==> config.mk <==
export PLATFORM = sky130hd
export DESIGN_NAME = fw_wishbone_sram_arb_amo
export DESIGN_NICKNAME = d
export VERILOG_FILES = /design/src/rtl/fw_wishbone_sram_arb_amo.sv
export SDC_FILE = /design/constraint.sdc
export NUM_CORES = 1
export LEC_CHECK = 0
export ABC_AREA = 1
export CORE_MARGIN = 2
export CORE_UTILIZATION = 51
export DETAILED_ROUTE_END_ITERATION = 10
export GPL_ROUTABILITY_DRIVEN = 1
export PLACE_DENSITY = 0.89
export SLEW_MARGIN = 20
export SYNTH_ARGS = -nofsm -noshare
export SYNTH_HDL_FRONTEND = slang
export SYNTH_SLANG_ARGS = --single-unit
==> constraint.sdc <==
create_clock -name clock -period 2.5 [get_ports clock]
set_input_delay 0.25 -clock clock [delete_from_list [all_inputs] [get_ports clock]]
set_output_delay 0.25 -clock clock [all_outputs]
set_load 0.1 [all_outputs]
==> src/rtl/fw_wishbone_sram_arb_amo.sv <==
// Two-port Wishbone front-end sharing one byte-enable SRAM.
// Round-robin arbitration, plain read/write and AMO ops.
module fw_wishbone_sram_arb_amo #(
  parameter int ADR_WIDTH = 32,
  parameter int DAT_WIDTH = 32
) (
  input  logic                   clock,
  input  logic                   reset_n,
  input  logic [ADR_WIDTH-1:0]   t0_adr,
  input  logic [DAT_WIDTH-1:0]   t0_dat_w,
  output logic [DAT_WIDTH-1:0]   t0_dat_r,
  input  logic                   t0_cyc,
  input  logic                   t0_stb,
  input  logic                   t0_we,
  input  logic [DAT_WIDTH/8-1:0] t0_sel,
  input  logic [3:0]             t0_tgc,
  output logic                   t0_ack,
  output logic                   t0_err,
  input  logic [ADR_WIDTH-1:0]   t1_adr,
  input  logic [DAT_WIDTH-1:0]   t1_dat_w,
  output logic [DAT_WIDTH-1:0]   t1_dat_r,
  input  logic                   t1_cyc,
  input  logic                   t1_stb,
  input  logic                   t1_we,
  input  logic [DAT_WIDTH/8-1:0] t1_sel,
  input  logic [3:0]             t1_tgc,
  output logic                   t1_ack,
  output logic                   t1_err,
  output logic [ADR_WIDTH-1:0]   i_addr,
  output logic                   i_read_en,
  output logic                   i_write_en,
  output logic [DAT_WIDTH/8-1:0] i_byte_en,
  output logic [DAT_WIDTH-1:0]   i_write_data,
  input  logic [DAT_WIDTH-1:0]   i_read_data
);

  localparam int SW = DAT_WIDTH / 8;

  typedef enum logic [2:0] {
    IDLE, CMD, RDATA, AMOWR, ACK
  } state_t;

  state_t               state_q, state_d;
  logic                 grant_q, grant_d;
  logic                 last_q, last_d;
  logic [DAT_WIDTH-1:0] dat_q, dat_d;
  logic                 we_q, we_d;
  logic [3:0]           tgc_q, tgc_d;
  logic [DAT_WIDTH-1:0] rdata_q, rdata_d;

  logic [ADR_WIDTH-1:0] addr_d;
  logic                 rd_en_d, wr_en_d;
  logic [SW-1:0]        be_d;
  logic [DAT_WIDTH-1:0] wdata_d;
  logic                 ack0_d, ack1_d;
  logic [DAT_WIDTH-1:0] dat_r0_d, dat_r1_d;

  logic                 req0, req1, pick;
  logic [ADR_WIDTH-1:0] m_adr;
  logic [DAT_WIDTH-1:0] m_dat;
  logic                 m_we;
  logic [SW-1:0]        m_sel;
  logic [3:0]           m_tgc;
  logic                 go_ack;
  logic [DAT_WIDTH-1:0] ack_data;
  logic [DAT_WIDTH-1:0] amo_new;

  function automatic logic is_amo(input logic [3:0] tgc);
    return (tgc >= 4'd1) && (tgc <= 4'd5);
  endfunction

  assign t0_err = 1'b0;
  assign t1_err = 1'b0;

  assign req0 = t0_cyc & t0_stb;
  assign req1 = t1_cyc & t1_stb;
  // On a tie the port that did not win last time goes first
  assign pick  = (req0 & req1) ? ~last_q : req1;
  assign m_adr = pick ? t1_adr   : t0_adr;
  assign m_dat = pick ? t1_dat_w : t0_dat_w;
  assign m_we  = pick ? t1_we    : t0_we;
  assign m_sel = pick ? t1_sel   : t0_sel;
  assign m_tgc = pick ? t1_tgc   : t0_tgc;

  always_comb begin
    amo_new = i_read_data;
    unique case (1'b1)
      (tgc_q == 4'd1): amo_new = dat_q;
      (tgc_q == 4'd2): amo_new = i_read_data + dat_q;
      (tgc_q == 4'd3): amo_new = i_read_data & dat_q;
      (tgc_q == 4'd4): amo_new = i_read_data | dat_q;
      (tgc_q == 4'd5): amo_new = i_read_data ^ dat_q;
      default:         amo_new = i_read_data;
    endcase
  end

  always_comb begin
    state_d  = state_q;
    grant_d  = grant_q;
    last_d   = last_q;
    dat_d    = dat_q;
    we_d     = we_q;
    tgc_d    = tgc_q;
    rdata_d  = rdata_q;
    addr_d   = i_addr;
    be_d     = i_byte_en;
    wdata_d  = i_write_data;
    rd_en_d  = 1'b0;
    wr_en_d  = 1'b0;
    ack0_d   = 1'b0;
    ack1_d   = 1'b0;
    dat_r0_d = t0_dat_r;
    dat_r1_d = t1_dat_r;
    go_ack   = 1'b0;
    ack_data = rdata_q;
    unique case (state_q)
      IDLE: begin
        if (req0 | req1) begin
          grant_d = pick;
          dat_d   = m_dat;
          we_d    = m_we;
          tgc_d   = m_tgc;
          addr_d  = m_adr;
          be_d    = m_sel;
          if (!is_amo(m_tgc) && m_we) begin
            wr_en_d = 1'b1;
            wdata_d = m_dat;
          end else begin
            rd_en_d = 1'b1;
          end
          state_d = CMD;
        end
      end
      CMD: begin
        if (!is_amo(tgc_q) && we_q) go_ack = 1'b1;
        else state_d = RDATA;
      end
      RDATA: begin
        rdata_d = i_read_data;
        if (is_amo(tgc_q)) begin
          wr_en_d = 1'b1;
          wdata_d = amo_new;
          state_d = AMOWR;
        end else begin
          go_ack   = 1'b1;
          ack_data = i_read_data;
        end
      end
      AMOWR: go_ack = 1'b1;
      ACK: begin
        last_d  = grant_q;
        state_d = IDLE;
      end
      default: state_d = IDLE;
    endcase
    // Ack only if the initiator is still waiting for it
    if (go_ack) begin
      state_d = ACK;
      if (grant_q) begin
        ack1_d   = req1;
        dat_r1_d = ack_data;
      end else begin
        ack0_d   = req0;
        dat_r0_d = ack_data;
      end
    end
  end

  always_ff @(posedge clock or negedge reset_n) begin
    if (!reset_n) begin
      state_q      <= IDLE;
      grant_q      <= 1'b0;
      last_q       <= 1'b1;
      dat_q        <= '0;
      we_q         <= 1'b0;
      tgc_q        <= '0;
      rdata_q      <= '0;
      i_addr       <= '0;
      i_read_en    <= 1'b0;
      i_write_en   <= 1'b0;
      i_byte_en    <= '0;
      i_write_data <= '0;
      t0_ack       <= 1'b0;
      t1_ack       <= 1'b0;
      t0_dat_r     <= '0;
      t1_dat_r     <= '0;
    end else begin
      state_q      <= state_d;
      grant_q      <= grant_d;
      last_q       <= last_d;
      dat_q        <= dat_d;
      we_q         <= we_d;
      tgc_q        <= tgc_d;
      rdata_q      <= rdata_d;
      i_addr       <= addr_d;
      i_read_en    <= rd_en_d;
      i_write_en   <= wr_en_d;
      i_byte_en    <= be_d;
      i_write_data <= wdata_d;
      t0_ack       <= ack0_d;
      t1_ack       <= ack1_d;
      t0_dat_r     <= dat_r0_d;
      t1_dat_r     <= dat_r1_d;
    end
  end

endmodule

==> qor.txt, run 1 <==
====================================================================================
Status ................................................................ finished, final reports clean
Combined area of all synthesized cells ................................   13,200 um2
Clock tree from TritonCTS .............................................         done
R2R depth .............................................................           11
Number of H-tree levels ...............................................            1
Violation count after the first detailed-route iteration ..............        1,125
Arrival @ worst endpoint ..............................................      2.70 ns
Drc violations ........................................................            0
Post-detailed-route via-to-cell ratio .................................         5.54
Largest clock skew in the final design ................................   0.00999 ns
Top FF cell, synth .................................................... sky130_fd_sc_hd__dfrtp_1
Share of flip-flops with an asynchronous set or reset after synthesis .         1.00
Count of nets after finishing .........................................        2,446
Synth area leader ..................................................... sky130_fd_sc_hd__dfrtp_1
CTS buffer count ......................................................           24
Core occupancy in the finished layout .................................        0.707
Via count of the first global-routing pass ............................       14,200
Final hold violations .................................................            0
Area growth from synthesis to layout ..................................        35.4%
Count of buffering cells on the critical path with inverters included .            1
Die outline height ....................................................       165 um
Floorplan die width ...................................................       165 um
Post-synth cell types .................................................           44
Initial antenna violation count .......................................            3
Critical path's most frequent cell .................................... sky130_fd_sc_hd__nand2_4
Sinks on Clock Net ....................................................          210
Max FO, Critical Path .................................................           17
Hold slack ............................................................     0.184 ns
Max-cap check violation count .........................................            0
Max Clk Rate ..........................................................      436 MHz
Critical Path Sink Type ...............................................    flip-flop
Area of the placeable core ............................................   25,300 um2
Worst Setup Slack, final ..............................................     0.209 ns
Post-placement setup slack ............................................    -0.132 ns
Final HPWL from detailed placement ....................................    35,400 um
Routed WL .............................................................    47,000 um
Count of state elements after synthesis ...............................          210
Seq/Total Area, Yosys .................................................        0.399
Worst reg2reg path endpoint ........................................... i_write_data[16]
Input/output buffers ..................................................          319
Placement row count ...................................................           58
Type of element launching the critical path ...........................    flip-flop
Buffer type at the clock tree root .................................... sky130_fd_sc_hd__clkbuf_16
Avg Inst Size Synth ...................................................     7.21 um2
Gr usage total ........................................................        0.343
Most frequent cell after synthesis .................................... sky130_fd_sc_hd__nand2_1
Gate count after technology mapping ...................................        1,830
Layout cell share with drive strength beyond 1 ........................        0.146
Final ANT Viol Nets ...................................................            0
Clock period minus final worst setup slack ............................      2.29 ns
Required time of the critical path ....................................      2.91 ns
Cell with the largest stage delay on the worst path ................... sky130_fd_sc_hd__dfstp_2
Weighted congestion at the end of routability-driven global placement .        0.977
Number of enable-type register cells in the synthesized netlist .......            0
Cells traversed along the worst timing path ........................... nand3_1, nand2_4, nand2_1, o21ai_0, o21a_1, nand2_2, nand3_4, nand2_4, buf_12, nor2_1, a21oi_2
Number of top-level pins ..............................................          322
Clock transition at path regs .........................................      0.06 ns
FF-to-FF setup slack ..................................................      0.21 ns
Maximum number of pins on one net before global-route repair ..........           85
Classification of the worst-slack hold path ........................... input pin to asynchronous set/reset pin
Least-Margin Pin Slew .................................................     0.757 ns
Final period util .....................................................        0.916
Via count .............................................................       14,100
Commonest cells in the synthesized netlist ............................ 516 x sky130_fd_sc_hd__nand2_1, 247 x sky130_fd_sc_hd__inv_1, 233 x sky130_fd_sc_hd__o21ai_0, 209 x sky130_fd_sc_hd__dfrtp_1, 143 x sky130_fd_sc_hd__nor2_1
Sequential Area .......................................................     5260 um2
Max-slew violations ...................................................            0
Synth area leaders .................................................... sky130_fd_sc_hd__dfrtp_1 40%, sky130_fd_sc_hd__nand2_1 15%, sky130_fd_sc_hd__o21ai_0 8.8%, sky130_fd_sc_hd__inv_1 7.0%, sky130_fd_sc_hd__ha_1 6.1%
Worst relative slew slack .............................................        0.490
Delay contributed by the slowest stage of the critical path ...........      0.54 ns
Area of the die .......................................................   27,200 um2
WS Path Type .......................................................... flip-flop to flip-flop
Clock latency at the later pin of the worst-skew pair .................      0.53 ns
Final setup violation count ...........................................            0
Number of fill cells ..................................................        2,012
Top cell type's share of synthesized area .............................        0.397
Unrepaired setup endpoints after global routing .......................           no
Detailed-router iteration count before antenna repair .................            7
Wire length of the first global-routing pass ..........................    72,700 um
Syn. warnings .........................................................            0
Starting density of the core ..........................................        0.522
GRT overflow ..........................................................            0
Top Family by Delay on Critical Path .................................. simple AND/OR/NAND/NOR gates
Reg-to-reg critical path startpoint ...................................       last_q
Area of the multi-input gates .........................................     6590 um2
DR WL/cell ............................................................      18.5 um
Clock buffer depth ....................................................            3
====================================================================================
logic make-up after synthesis:
kind of cell             Yosys count  synth area share
buffers and inverters            337             0.103
adder cells (fa/ha/maj)           65            0.0622
other                              1          0.000284
AO/OA/AOI/OAI                    403             0.171
AND/OR/NAND/NOR                  782             0.241
multiplexers                      32            0.0243
flip-flops                       210             0.399
cells in the final DEF, fill, tap and decap left out, types with 2 or more instances in the layout:
| master | synthesis | routed |
|---|---|---|
| sky130_fd_sc_hd__nand2_1 | 516 | 515 |
| sky130_fd_sc_hd__inv_1 | 247 | 247 |
| sky130_fd_sc_hd__o21ai_0 | 233 | 233 |
| sky130_fd_sc_hd__buf_4 | 6 | 225 |
| sky130_fd_sc_hd__dfrtp_1 | 209 | 209 |
| sky130_fd_sc_hd__clkdlybuf4s50_1 | 0 | 182 |
| sky130_fd_sc_hd__nor2_1 | 143 | 141 |
| sky130_fd_sc_hd__nand3_1 | 81 | 81 |
| sky130_fd_sc_hd__ha_1 | 64 | 64 |
| sky130_fd_sc_hd__a21oi_1 | 57 | 57 |
| sky130_fd_sc_hd__o22ai_1 | 33 | 33 |
| sky130_fd_sc_hd__mux2i_1 | 32 | 32 |
| sky130_fd_sc_hd__a31oi_1 | 26 | 26 |
| sky130_fd_sc_hd__clkbuf_16 | 0 | 24 |
| sky130_fd_sc_hd__a221oi_1 | 18 | 18 |
| sky130_fd_sc_hd__o21ai_1 | 12 | 12 |
| sky130_fd_sc_hd__nand4_1 | 11 | 11 |
| sky130_fd_sc_hd__or2_2 | 11 | 11 |
| sky130_fd_sc_hd__buf_12 | 0 | 11 |
| sky130_fd_sc_hd__a21oi_2 | 10 | 10 |
| sky130_fd_sc_hd__inv_2 | 9 | 9 |
| sky130_fd_sc_hd__nor3_1 | 6 | 6 |
| sky130_fd_sc_hd__nor2_4 | 4 | 5 |
| sky130_fd_sc_hd__bufinv_16 | 0 | 5 |
| sky130_fd_sc_hd__clkbuf_8 | 0 | 5 |
| sky130_fd_sc_hd__clkbuf_1 | 42 | 5 |
| sky130_fd_sc_hd__o211ai_1 | 4 | 4 |
| sky130_fd_sc_hd__nand2_2 | 3 | 3 |
| sky130_fd_sc_hd__nand3b_1 | 3 | 3 |
| sky130_fd_sc_hd__clkinv_2 | 0 | 3 |
| sky130_fd_sc_hd__diode_2 | 0 | 2 |
| sky130_fd_sc_hd__nand2_4 | 1 | 2 |
| sky130_fd_sc_hd__nor2_2 | 1 | 2 |
| sky130_fd_sc_hd__a21o_1 | 2 | 2 |
| sky130_fd_sc_hd__o21bai_1 | 2 | 2 |
| sky130_fd_sc_hd__conb_1 | 1 | 2 |
registers in the layout, indices dropped and copies added, names as in the netlist, 3 cells and up:
signal,count
dat_q,32
i_addr,32
i_byte_en,4
i_write_data,32
rdata_q,32
state_q,3
t0_dat_r,32
t1_dat_r,32
tgc_q,4
how the worst max path moves through the flow:
stage | start | to | slack, ns | cells after the start
6_report | last_q | i_write_data[16] | 0.21 | 11
5_1_grt | dat_q[0] | i_write_data[16] | 0.02 | 16
4_1_cts | dat_q[0] | i_write_data[16] | 0.22 | 16
3_5_place_dp | i_read_data[0] | i_write_data[16] | -0.13 | 17
3_3_place_gp | i_read_data[0] | i_write_data[10] | -0.12 | 13
2_1_floorplan | dat_q[0] | i_write_data[16] | 0.51 | 16
layer usage:
metal | vias up | GRT usage | wire [um]
li1 | 6633 | - | -
met1 | 6646 | 0.400 | 17600
met2 | 685 | 0.614 | 23500
met3 | 147 | 0.0573 | 3440
met4 | 2 | 0.160 | 2430
met5 | - | 0 | 13
what timing repair did:
| action | in CTS | in global routing |
|---|---|---|
| setup buffers | 0 | 0 |
| hold buffers | 1 | 0 |
| setup endpoints to repair | 0 | 1 |
| resized for setup | 0 | 1 |
| endpoints found under the hold margin | 97 | 0 |
metrics by stage:
stage | cell area (um2) | std cells | setup TNS, ns
after floorplan | 13200 | 1831 | 0
after global placement | 17000 | 2500 | -0.652
after detailed placement | 17000 | 2500 | -0.731
after CTS | 17900 | 2545 | 0
after global routing | 17900 | 2547 | 0
final | 17900 | 2547 | 0
final cells by class:
class                   count  area share
flip-flops and latches    210       0.294
inverters                 257      0.0542
repair buffers            420       0.210
clock buffers              33      0.0378
diodes                      2    0.000280
well taps                 330      0.0231
multi-input cells        1284       0.369
clock inverters            11      0.0111
Power of run 1 is left out: the tool's default activity adds up to more than one toggle a clock period on the data nets, which glitch-free logic cannot reach.
==> run 2, diff against run 1 <==
--- a/config.mk
+++ b/config.mk
@@ -8,8 +8,10 @@
 export ABC_AREA = 1
 export CORE_MARGIN = 2
 export CORE_UTILIZATION = 51
+export CTS_CLUSTER_SIZE = 24
 export DETAILED_ROUTE_END_ITERATION = 10
 export GPL_ROUTABILITY_DRIVEN = 1
+export MAX_ROUTING_LAYER = met4
 export PLACE_DENSITY = 0.89
 export SLEW_MARGIN = 20
 export SYNTH_ARGS = -nofsm -noshare
==> run 2 against run 1 <==
Utilization up 0.22 points. Critical path depth down 2. Die area is the same. Routed wire length grew 0.19%. Critical path type unchanged. Sequential cell count is the same. Register-to-register slack hardly changed.
==> qor.txt, run 2 (synthesis results as in run 1) <==
====================================================================================
Status ................................................................ finished, final reports clean
Critical Path Sink Type ...............................................    flip-flop
DR WL/cell ............................................................      18.4 um   -0.32%
Post-detailed-route via-to-cell ratio .................................         5.53   -0.21%
Max FO, Critical Path .................................................           21   +4
Clock period minus final worst setup slack ............................      2.29 ns   +0.00303 ns
Wire length of the first global-routing pass ..........................    72,700 um   about the same
Routed WL .............................................................    47,100 um   +0.19%
Hold slack ............................................................     0.270 ns   +0.0859 ns
Input/output buffers ..................................................          319   unchanged
CTS buffer count ......................................................           24   unchanged
Clock tree from TritonCTS .............................................         done
Final ANT Viol Nets ...................................................            0   unchanged
GRT overflow ..........................................................            0   unchanged
Final hold violations .................................................            0   unchanged
Detailed-router iteration count before antenna repair .................            6   -1
Die outline height ....................................................       165 um   unchanged
Violation count after the first detailed-route iteration ..............        1,088   -3.3%
Count of nets after finishing .........................................        2,459   +0.53%
Type of element launching the critical path ...........................    flip-flop
Arrival @ worst endpoint ..............................................      2.74 ns   +0.04 ns
Layout cell share with drive strength beyond 1 ........................        0.151   +0.00498
Worst reg2reg path endpoint ........................................... t0_dat_r[27]
Initial antenna violation count .......................................            2   -1
Via count of the first global-routing pass ............................       14,000   -1.1%
Maximum number of pins on one net before global-route repair ..........           85   unchanged
Unrepaired setup endpoints after global routing .......................           no
Final setup violation count ...........................................            0   unchanged
Reg-to-reg critical path startpoint ...................................   state_q[2]
FF-to-FF setup slack ..................................................      0.21 ns   about the same
Clock latency at the later pin of the worst-skew pair .................      0.54 ns   about the same
Placement row count ...................................................           58   unchanged
Weighted congestion at the end of routability-driven global placement .        0.998   +2.2%
Area of the placeable core ............................................   25,300 um2   unchanged
Placed cell count .....................................................        2,513   +0.52%
Largest clock skew in the final design ................................    0.0270 ns   +0.0170 ns
Final period util .....................................................        0.918   +0.00121
Final HPWL from detailed placement ....................................    35,700 um   +1.0%
Clock buffer depth ....................................................            3   unchanged
Number of top-level pins ..............................................          322   unchanged
Commonest non-fill, non-tap cell in the layout ........................ sky130_fd_sc_hd__nand2_1
Area growth from synthesis to layout ..................................        35.9%
WS Path Type .......................................................... flip-flop to flip-flop
Buffer type at the clock tree root .................................... sky130_fd_sc_hd__clkbuf_16
Clock transition at path regs .........................................      0.06 ns   about the same
Max-slew violations ...................................................            0   unchanged
Sinks on Clock Net ....................................................          210   unchanged
Gr usage total ........................................................        0.356   +0.0130
Classification of the worst-slack hold path ........................... input pin to asynchronous set/reset pin
Sum of negative setup slack ...........................................         0 ns   unchanged
Number of standard cells in the layout, taps in and fillers out .......        2,560   +0.51%
Area of the die .......................................................   27,200 um2   unchanged
Least-Margin Pin Slew .................................................     0.832 ns   +0.0742 ns
Floorplan die width ...................................................       165 um   unchanged
Starting density of the core ..........................................        0.522   unchanged
Via count .............................................................       14,200   +0.30%
Worst relative slew slack .............................................        0.440   -0.0500
Max Clk Rate ..........................................................      436 MHz   -0.13%
Number of H-tree levels ...............................................            1   unchanged
Drc violations ........................................................            0   unchanged
Required time of the critical path ....................................      2.95 ns   +0.04 ns
Max-cap check violation count .........................................            0   unchanged
Core occupancy in the finished layout .................................        0.709   +0.00223
Number of fill cells ..................................................        2,071   +2.9%
R2R depth .............................................................            9   -2
Most used cells in the layout excluding fill and tap cells ............ 515 x sky130_fd_sc_hd__nand2_1, 247 x sky130_fd_sc_hd__inv_1, 235 x sky130_fd_sc_hd__buf_4
====================================================================================
## run 2: cell types whose count changed in the layout (fill, tap and decap cells not counted)
cell / change
sky130_fd_sc_hd__clkinv_4: -1
sky130_fd_sc_hd__clkbuf_8: +2
sky130_fd_sc_hd__a21oi_2: +2
sky130_fd_sc_hd__buf_12: +3
sky130_fd_sc_hd__bufinv_16: -4
sky130_fd_sc_hd__clkinvlp_4: +1
sky130_fd_sc_hd__a21oi_1: -2
sky130_fd_sc_hd__clkbuf_1: +2
sky130_fd_sc_hd__buf_4: +10
## run 2: worst max-delay path, stage by stage, from the launching register on
cell and delay [ns]:
sky130_fd_sc_hd__dfrtp_1 0.44, sky130_fd_sc_hd__inv_2 0.09, sky130_fd_sc_hd__nand2_1 0.09, sky130_fd_sc_hd__nor2_4 0.14, sky130_fd_sc_hd__inv_2 0.09, sky130_fd_sc_hd__nor2_4 0.53
sky130_fd_sc_hd__nand2_1 0.14, sky130_fd_sc_hd__o21ai_0 0.36, sky130_fd_sc_hd__inv_1 0.15, sky130_fd_sc_hd__o21ai_1 0.16
## run 2: cell type report
cell class                 count  area (um2)  area share
multi-input combinational   1284        6600       0.368
sequential                   210        5260       0.293
timing repair buffer         433        3890       0.217
inverter                     257         967      0.0540
clock buffer                  37         709      0.0396
tap                          330         413      0.0230
clock inverter                 7        76.3     0.00426
antenna                        2        5.00    0.000279
## run 2: worst max path at each step
stage | from | endpoint | cells after the start
3_3_place_gp | i_read_data[6] | i_write_data[10] | 13
2_1_floorplan | dat_q[0] | i_write_data[16] | 16
4_1_cts | dat_q[0] | i_write_data[16] | 16
6_report | state_q[2] | t0_dat_r[27] | 9
3_5_place_dp | i_read_data[0] | i_write_data[16] | 17
5_1_grt | dat_q[0] | i_write_data[28] | 14
## run 2: through the flow
step                      setup slack [ns]  area, um2
final                                0.206      17900
after global placement              -0.128      17100
after floorplan                      0.506      13200
after detailed placement            -0.165      17100
after CTS                            0.221      17900
after global routing               0.00997      17900
## run 2: layer usage
layer  vias to the layer above  routed length [um]  track usage
met1                      6716               17600        0.408
met3                       120                3530       0.0593
met4                         0                2130        0.151
met5                         -                   0            -
li1                       6673                   -            -
met2                       646               23800        0.617
## run 2: timing repair
item | in CTS | in global routing
setup endpoints to repair | 0 | 3
hold buffers | 1 | 0
setup buffers | 0 | 0
resized for setup | 0 | 3
endpoints found under the hold margin | 47 | 0
Power of run 2 is left out for the same reason.
==> run 3, diff against run 2 <==
--- a/config.mk
+++ b/config.mk
@@ -13,6 +13,7 @@
 export GPL_ROUTABILITY_DRIVEN = 1
 export MAX_ROUTING_LAYER = met4
 export PLACE_DENSITY = 0.89
+export SKIP_LAST_GASP = 1
 export SLEW_MARGIN = 20
 export SYNTH_ARGS = -nofsm -noshare
 export SYNTH_HDL_FRONTEND = slang
==> results of run 3 <==
Final layout, timing and power as in run 2 (identical DEF).
Power of run 3 is left out for the same reason.
